## src/rtl/uart_pkg.sv

```systemverilog
// Shared UART definitions: widths, framing state encoding and the buffered-byte payload.
package uart_pkg;

    localparam int unsigned BYTE_W = 8;
    localparam int unsigned LEN_W  = 10;

    typedef enum logic {
        IDLE    = 1'b0,
        COLLECT = 1'b1
    } rx_frame_state_e;

    typedef struct packed {
        logic              last;
        logic [BYTE_W-1:0] data;
    } rx_entry_t;

endpackage

```

## src/rtl/uart_sync_fifo.sv

```systemverilog
// Single-clock FIFO with occupancy count; a write into a full FIFO is accepted
// only when a read frees the head entry in the same cycle.
module uart_sync_fifo #(
    parameter int unsigned WIDTH = 9,
    parameter int unsigned DEPTH = 16,
    localparam int unsigned ADDR_W = $clog2(DEPTH)
) (
    input  logic              clock,
    input  logic              reset,
    input  logic              wr_valid,
    input  logic [WIDTH-1:0]  wr_data,
    output logic              wr_fire,
    input  logic              rd_ready,
    output logic              rd_fire,
    output logic [WIDTH-1:0]  rd_data,
    output logic              full,
    output logic              empty,
    output logic [ADDR_W:0]   count
);

    logic [WIDTH-1:0]  mem [DEPTH];
    logic [ADDR_W-1:0] wr_ptr;
    logic [ADDR_W-1:0] rd_ptr;

    assign empty   = (count == '0);
    assign full    = (count == (ADDR_W+1)'(DEPTH));
    assign rd_fire = rd_ready && !empty;
    assign wr_fire = wr_valid && (!full || rd_fire);
    assign rd_data = empty ? '0 : mem[rd_ptr];

    // Pointers wrap modulo DEPTH since DEPTH is a power of two.
    always_ff @(posedge clock or posedge reset) begin
        if (reset) begin
            wr_ptr <= '0;
            rd_ptr <= '0;
            count  <= '0;
        end else begin
            if (wr_fire) wr_ptr <= wr_ptr + ADDR_W'(1);
            if (rd_fire) rd_ptr <= rd_ptr + ADDR_W'(1);
            case ({wr_fire, rd_fire})
                2'b10:   count <= count + (ADDR_W+1)'(1);
                2'b01:   count <= count - (ADDR_W+1)'(1);
                default: count <= count;
            endcase
        end
    end

    // Storage is intentionally left unreset.
    always_ff @(posedge clock) begin
        if (wr_fire) mem[wr_ptr] <= wr_data;
    end

endmodule

```

## src/rtl/uart_rx_frame_buffer.sv

```systemverilog
// Groups received UART bytes into frames of bytes_to_rx+1 and buffers them,
// tagged with a last-byte flag, for a valid/ready consumer.
module uart_rx_frame_buffer
    import uart_pkg::*;
#(
    parameter int unsigned DEPTH  = 16,
    parameter int unsigned ADDR_W = $clog2(DEPTH)
) (
    input  logic              clock,
    input  logic              reset,
    input  logic [LEN_W-1:0]  bytes_to_rx,
    input  logic              rx_data_valid,
    input  logic [BYTE_W-1:0] rx_data_byte,
    output logic              out_valid,
    output logic [BYTE_W-1:0] out_data,
    output logic              out_last,
    input  logic              out_ready,
    output logic              frame_done,
    output logic [ADDR_W:0]   fill_level,
    output logic              overflow,
    input  logic              clear_overflow
);

    rx_frame_state_e  state_q, state_d;
    logic [LEN_W-1:0] byte_idx_q, byte_idx_d;
    logic [LEN_W-1:0] frame_len_q, frame_len_d;
    logic             is_last;
    logic             wr_fire;
    logic             rd_fire;
    logic             fifo_full;
    logic             fifo_empty;
    rx_entry_t        wr_entry;
    rx_entry_t        head_entry;

    always_ff @(posedge clock or posedge reset) begin
        if (reset) begin
            state_q     <= IDLE;
            byte_idx_q  <= '0;
            frame_len_q <= '0;
        end else begin
            state_q     <= state_d;
            byte_idx_q  <= byte_idx_d;
            frame_len_q <= frame_len_d;
        end
    end

    // Framing: the frame length is captured on the first byte and held until the last.
    always_comb begin
        state_d     = state_q;
        byte_idx_d  = byte_idx_q;
        frame_len_d = frame_len_q;
        is_last     = 1'b0;
        case (state_q)
            IDLE: begin
                if (rx_data_valid) begin
                    frame_len_d = bytes_to_rx;
                    if (bytes_to_rx == '0) begin
                        is_last = 1'b1;
                    end else begin
                        byte_idx_d = LEN_W'(1);
                        state_d    = COLLECT;
                    end
                end
            end
            COLLECT: begin
                if (rx_data_valid) begin
                    if (byte_idx_q == frame_len_q) begin
                        is_last = 1'b1;
                        state_d = IDLE;
                    end else begin
                        byte_idx_d = byte_idx_q + LEN_W'(1);
                    end
                end
            end
            default: state_d = IDLE;
        endcase
    end

    // Dropped bytes still advance framing, so frame_done and alignment survive overflow.
    always_ff @(posedge clock or posedge reset) begin
        if (reset) begin
            frame_done <= 1'b0;
            overflow   <= 1'b0;
        end else begin
            frame_done <= rx_data_valid && is_last;
            if (rx_data_valid && !wr_fire) overflow <= 1'b1;
            else if (clear_overflow)       overflow <= 1'b0;
        end
    end

    assign wr_entry.last = is_last;
    assign wr_entry.data = rx_data_byte;

    uart_sync_fifo #(
        .WIDTH ($bits(rx_entry_t)),
        .DEPTH (DEPTH)
    ) u_fifo (
        .clock    (clock),
        .reset    (reset),
        .wr_valid (rx_data_valid),
        .wr_data  (wr_entry),
        .wr_fire  (wr_fire),
        .rd_ready (out_ready),
        .rd_fire  (rd_fire),
        .rd_data  (head_entry),
        .full     (fifo_full),
        .empty    (fifo_empty),
        .count    (fill_level)
    );

    assign out_valid = !fifo_empty;
    assign out_data  = head_entry.data;
    assign out_last  = head_entry.last;

endmodule
```

## config.mk

```make
export PLATFORM = sky130hd
export DESIGN_NAME = uart_rx_frame_buffer
export DESIGN_NICKNAME = d
export VERILOG_FILES = /design/src/rtl/uart_pkg.sv /design/src/rtl/uart_sync_fifo.sv /design/src/rtl/uart_rx_frame_buffer.sv
export SDC_FILE = /design/constraint.sdc
export NUM_CORES = 1
export LEC_CHECK = 0
export ABC_AREA = 1
export CORE_UTILIZATION = 55
export DETAILED_ROUTE_END_ITERATION = 10
export HOLD_SLACK_MARGIN = 0.06
export PLACE_DENSITY = 0.79
export SYNTH_ARGS = -nofsm -noshare
export SYNTH_HDL_FRONTEND = slang
export SYNTH_SLANG_ARGS = --single-unit
export TNS_END_PERCENT = 100
```

## constraint.sdc

```tcl
create_clock -name clock -period 3.12 [get_ports clock]
set_input_delay 0.624 -clock clock [delete_from_list [all_inputs] [get_ports clock]]
set_output_delay 0.624 -clock clock [all_outputs]
set_load 0.01 [all_outputs]
```

==> impl_metrics.ini, run 1 <==
[synth]
synthTopCellsByArea = edfxtp_1 54%, dfrtp_1 11%, nand2_1 10%
synthDistinctLibCells = 33
yosysSeqAreaShare = 0.6585
netlist_instances = 756
syn_avg_cell_area_um2 = 10.50
synth_top_area_share = 0.5449
synth_edf_count = 144
ys.flop_type = edfxtp_1
syn_nets = 789
ys_ff_latch = 180
synthArstFlopShare = 0.2000
yosysWarnings = 0
synth_top_area_cell = edfxtp_1
synth_area_um2 = 7935

[setup_path]
crit_chain = inv_2, buf_12, nand2_1, nand3_1, nand2_1, a21oi_1, o31ai_1, a21oi_1, dlygate4sd2_1
crit_slowest_cell = dfrtp_2
reg2reg_slack_ps = 400
crit_path_start_kind = flip-flop
critPathKind = reg -> out
worstPathArrival_ps = 2230
cp_max_fo = 24
cp.required_ps = 2500
cp-end-kind = output pin
cpPeakStageDelay_ps = 430

[routing]
wirelength_um = 18230
vias = 5727
drcViolationCount = 0
first_iter_violations = 657
via_per_inst = 5.756
postRouteAntennaNets = 0
wl_per_cell_um = 18.32
drtPass1Iterations = 6

[power]
p_sw_mw = 3.128
p_leak_nw = 3.721
seq_power_share = 0.389
power_frac_comb = 0.373
clockPowerShare = 0.239
finalPower_mw = 8.468
power_density_nw_per_um2 = 921.0
vdd_drop_max_uv = 508.8
p_int_mw = 5.340
swShare = 0.3694

[place]
gp_congestion = 0.8865
placed_cells = 959
dpl.hpwl_um = 11360
port_buffers = 39

[timing]
clock_skew_ps = 6.627
max_slew.worst_pin.slew_ps = 961.8
setup_viol = 0
relSlewSlack = 0.3565
hold_viol = 0
fin_crit_ps = 2854
final-max-slew-violation-count = 0
max_freq_ghz = 0.3503
whs_ps = 506.7
fin_crit_sh = 0.9148
rsz0062_at_grt = false
fin_tns_setup_ps = 0

[clock_network]
cts-root-buf = clkbuf_16
tritoncts = built
hold_buffers = 0
cts_made_buffers = 17
clk_pin_slew_ps = 60
cts_max_level = 4
clock_latency_ps = 430
clk_path_buf_depth = 2
clock-sinks = 180

[layout]
num_antenna_cells = 0
areaGrowthSynthToFinish_pct = 15.86
final_cell_mix = 215 x nand2_1, 144 x edfxtp_1, 77 x nor2_1, 52 x a21oi_1, 44 x nand3_1
nFillCells = 1065
stdcell_count = 995
drive_gt1_frac = 0.08344
layout_commonest_cell = nand2_1
final_core_util = 0.6572
fin_nets = 835

[global_route]
grt_pass1_wl_um = 28420
antenna_found_initial = 0
grt_overflow = 0
grt.total_usage = 0.2606
grt_max_degree = 51
grt_pass1_vias = 5549

[worst_hold_path]
hold_class = reg -> reg

[floorplan]
coreArea_um2 = 13990
num_io_pins = 40
die_w_um = 122.1
die_h_um = 122.1
dieArea_um2 = 14910
start_util = 0.5673
rows = 43

[status]
status = finished, final reports clean

[job]
max-cap-violations = 0
-- stage by stage --
| stage | cell area [um2] | setup WS [ps] |
|---|---|---|
| after floorplan | 7935 | 787.4 |
| after global placement | 8544 | 375.4 |
| after detailed placement | 8544 | 224.8 |
| after global routing | 9194 | 148.8 |
| final | 9194 | 265.7 |
| after CTS | 9136 | -18.77 |
-- what timing repair did --
item	4_1_cts	5_1_grt
endpoints found under the setup margin	8	8
cloned	1	1
gates resized for setup	4	15
pin swaps	0	2
setup buffers	0	2
-- critical path: cells and delay by family (launching register included) --
| kind | cells | cell delay, ps |
|---|---|---|
| AOI/OAI and AO/OA | 3 | 480 |
| DFF | 1 | 430 |
| buffers and inverters | 3 | 610 |
| and+or+nand+nor | 3 | 280 |
-- final cells by class --
cell class / count / area (um2) / share of cell area
flip-flops and latches: 180 / 5230 / 0.5689
multi-input cells: 497 / 2369 / 0.2576
repair buffers: 59 / 634.4 / 0.06900
well taps: 180 / 225.2 / 0.02450
repair inverters: 1 / 7.507 / 0.0008165
inverters: 46 / 180.2 / 0.01960
clock inverters: 14 / 118.9 / 0.01293
clock buffers: 18 / 429.2 / 0.04668
-- routing by layer --
metal | up-vias | track usage | wire, um | part of all wire
li1 | 2665 | - | - | -
met1 | 2777 | 0.3357 | 7539 | 0.41
met2 | 249 | 0.4202 | 9079 | 0.50
met3 | 36 | 0.05431 | 1107 | 0.061
met4 | 0 | 0.1303 | 505 | 0.028
met5 | - | 0 | 0 | 0
-- synth_stat cells (3+ instances only) --
cell type,count
nor2_1,77
nand2_1,215
ha_1,10
buf_4,6
o31ai_1,18
xor2_1,9
inv_2,5
a21oi_1,53
inv_1,40
nand4_1,16
clkbuf_1,8
edfxtp_1,144
xnor2_1,4
o21ai_0,32
nor3_1,3
buf_1,3
nand3_1,44
buf_2,15
dfrtp_1,36
-- final timing paths --
path	from	to	cells after the start
worst max-delay path	u_fifo.rd_ptr[0]	out_data[3]	9
worst min-delay path	frame_len_q[3]	frame_len_q[3]	2
worst min register to register	frame_len_q[3]	frame_len_q[3]	2
min in group asynchronous	reset	byte_idx_q[1]	3
max in group asynchronous	reset	u_fifo.rd_ptr[0]	3
worst max register to register	u_fifo.count[2]	u_fifo.count[4]	16
-- state kept, by name, indices dropped and copies added, names as in the netlist --
name           flops
overflow           1
frame_len_q       10
u_fifo.wr_ptr      4
byte_idx_q        10
u_fifo.rd_ptr      4
frame_done         1
u_fifo.mem       144
state_q            1
u_fifo.count       5
-- power by group through the flow --
stage	clock, mW	sequential (mW)	combinational, mW
floorplan	0	3.21	1.99
global placement	0	3.28	2.91
detailed placement	0	3.30	3.02
CTS	2.03	3.26	3.11
global route	2.11	3.33	3.48
finish	2.02	3.29	3.16
-- logic make-up (layout without fill, tap and decap cells) --
group | after synthesis | count (layout) | synth area share
flip-flops | 180 | 180 | 0.6585
buffers and inverters | 79 | 138 | 0.04352
AND/OR/NAND/NOR | 366 | 366 | 0.1922
multiplexers | 1 | 1 | 0.001419
XOR/XNOR | 13 | 13 | 0.01435
adder cells (fa/ha/maj) | 10 | 10 | 0.01577
AO/OA/AOI/OAI | 107 | 107 | 0.07427
Note: power is estimated with default switching activity, not from simulation.
==> run 2, diff against run 1 <==
--- a/config.mk
+++ b/config.mk
@@ -6,10 +6,10 @@
 export NUM_CORES = 1
 export LEC_CHECK = 0
 export ABC_AREA = 1
-export CORE_UTILIZATION = 55
+export CORE_UTILIZATION = 27
 export DETAILED_ROUTE_END_ITERATION = 10
 export HOLD_SLACK_MARGIN = 0.06
-export PLACE_DENSITY = 0.79
+export PLACE_DENSITY = 0.47
 export SYNTH_ARGS = -nofsm -noshare
 export SYNTH_HDL_FRONTEND = slang
 export SYNTH_SLANG_ARGS = --single-unit
==> run 2 against run 1 <==
  * Critical path depth fell by 2
  * Sequential power fell by 1%
  * Setup slack got worse by 23 ps
  * Wire length rose by 10%
  * Cell count rose by 22%
  * Global-route usage fell by 12 points
  * Combinational power rose by 3%
  * Clock skew rose by 6.2 ps
  * Highest routed layer unchanged
==> impl_metrics.ini, run 2 (synthesized netlist as in run 1, its figures left out) <==
[status]
status = finished, final reports clean

[layout]
fin_nets = 849
final_cell_mix = 215 x nand2_1, 144 x edfxtp_1, 77 x nor2_1, 50 x a21oi_1, 44 x nand3_1
drive_gt1_frac = 0.1037
largest_registers = u_fifo.mem x144, byte_idx_q x10, frame_len_q x10
areaGrowthSynthToFinish_pct = 21.19
largest-register = u_fifo.mem
layout_commonest_cell = nand2_1
largest_reg_flops = 144
num_antenna_cells = 0
stdcell_count = 1213

[power]
power_frac_comb = 0.376
p_sw_mw = 3.293
p_int_mw = 5.338
swShare = 0.3815
vdd_drop_max_uv = 368.9
power_density_nw_per_um2 = 897.5
clockPowerShare = 0.247
p_leak_nw = 3.823
seq_power_share = 0.377

[global_route]
grt_pass1_vias = 5352
antenna_found_initial = 0
grt_pass1_wl_um = 31200
grt_max_degree = 46
grt.total_usage = 0.1376
grt_overflow = 0

[timing]
relSlewSlack = 0.3113
clock_skew_ps = 12.79
max_slew.worst_pin.slew_ps = 1029
fin_crit_sh = 0.9223
fin_crit_ps = 2878
final-max-slew-violation-count = 0
rsz0062_at_grt = false
hold_viol = 0
setup_viol = 0
max_freq_ghz = 0.3475
fin_tns_setup_ps = 0

[clock_network]
tritoncts = built
cts_made_buffers = 17
cts-root-buf = clkbuf_16
clk_pin_slew_ps = 70
clock-sinks = 180
hold_buffers = 0
clk_path_buf_depth = 2
clock_latency_ps = 440
cts_max_level = 4

[setup_path]
reg2reg_slack_ps = 630
cp_top_family = compound AO/OA/AOI/OAI gates
crit_slowest_cell = dfrtp_2
crit_path_start_kind = flip-flop
crit_chain = buf_12, buf_12, o21ai_0, nor2_1, o31ai_1, a21oi_1, dlygate4sd2_1
path_buf_inv = 3
cp.required_ps = 2500
crit_top_cell = buf_12
critPathKind = reg -> out
worstPathArrival_ps = 2250
cpPeakStageDelay_ps = 460
r2r-end = u_fifo.count[4]
r2r-start = u_fifo.count[2]
cp-end-kind = output pin
r2r.worst_path.cells = 16
cp_max_fo = 36

[routing]
drtPass1Iterations = 7
drcViolationCount = 0
postRouteAntennaNets = 0
vias = 5413
wirelength_um = 20100
via_per_inst = 4.462
first_iter_violations = 311
wl_per_cell_um = 16.57

[floorplan]
rows = 62
die_h_um = 173.4
num_io_pins = 40
die_w_um = 173.4
dieArea_um2 = 30080
start_util = 0.2757
coreArea_um2 = 28780

[worst_hold_path]
hold_class = in -> async

[place]
port_buffers = 39
gp_congestion = 0.7830
dpl.hpwl_um = 12740
placed_cells = 1175

[job]
max-cap-violations = 0
-- run 2: power by group through the flow --
stage | sequential (mW) | clock (mW) | combinational, mW
after detailed placement | 3.31 | 0 | 3.14
after floorplan | 3.21 | 0 | 1.99
final | 3.25 | 2.13 | 3.25
after global placement | 3.31 | 0 | 3.14
after global routing | 3.30 | 2.27 | 3.65
after CTS | 3.25 | 2.18 | 3.22
-- run 2: how the worst max path moves through the flow --
stage | startpoint | endpoint | slack [ps] | depth (start not counted)
final | u_fifo.rd_ptr[0] | out_data[0] | 240 | 7
after detailed placement | out_ready | u_fifo.count[4] | 220 | 15
after global routing | u_fifo.rd_ptr[0] | out_data[0] | 100 | 10
after CTS | u_fifo.rd_ptr[0] | out_data[5] | -50 | 9
after global placement | out_ready | u_fifo.count[4] | 270 | 15
after floorplan | rx_data_valid | u_fifo.count[4] | 790 | 14
-- run 2: repair_timing --
item	4_1_cts	5_1_grt
gates cloned	0	2
pin swaps	2	1
buffers inserted	2	2
setup endpoints to repair	9	7
resized for setup	11	10
-- run 2: cell type report --
cell class / count / area (um2)
clock buffers: 18 / 429.2
clock inverters: 14 / 151.4
fillers: 2873 / 19160
inverters: 46 / 181.4
multi-input cells: 497 / 2376
flip-flops and latches: 180 / 5228
well taps: 384 / 480.5
repair buffers: 73 / 764.5
repair inverters: 1 / 6.256
-- run 2: stage by stage --
stage	hold slack, ps	util	worst slack (ps)	power [mW]	instance area [um2]
after floorplan	463.8	-	787.4	5.193	7935
after global placement	490.4	0.3089	267.3	6.448	8891
after detailed placement	500.0	0.3089	219.2	6.449	8891
after CTS	474.9	0.3307	-48.47	8.648	9518
after global routing	516.3	0.3341	95.21	9.222	9617
final	474.4	0.3341	242.3	8.631	9617
-- run 2: metal layers --
layer	vias up	GRT usage	wire (um)
met5	-	0	0
met3	16	0.02851	823
met1	2590	0.1746	8992
met4	0	0.03945	225
met2	103	0.2356	10060
li1	2704	-	-
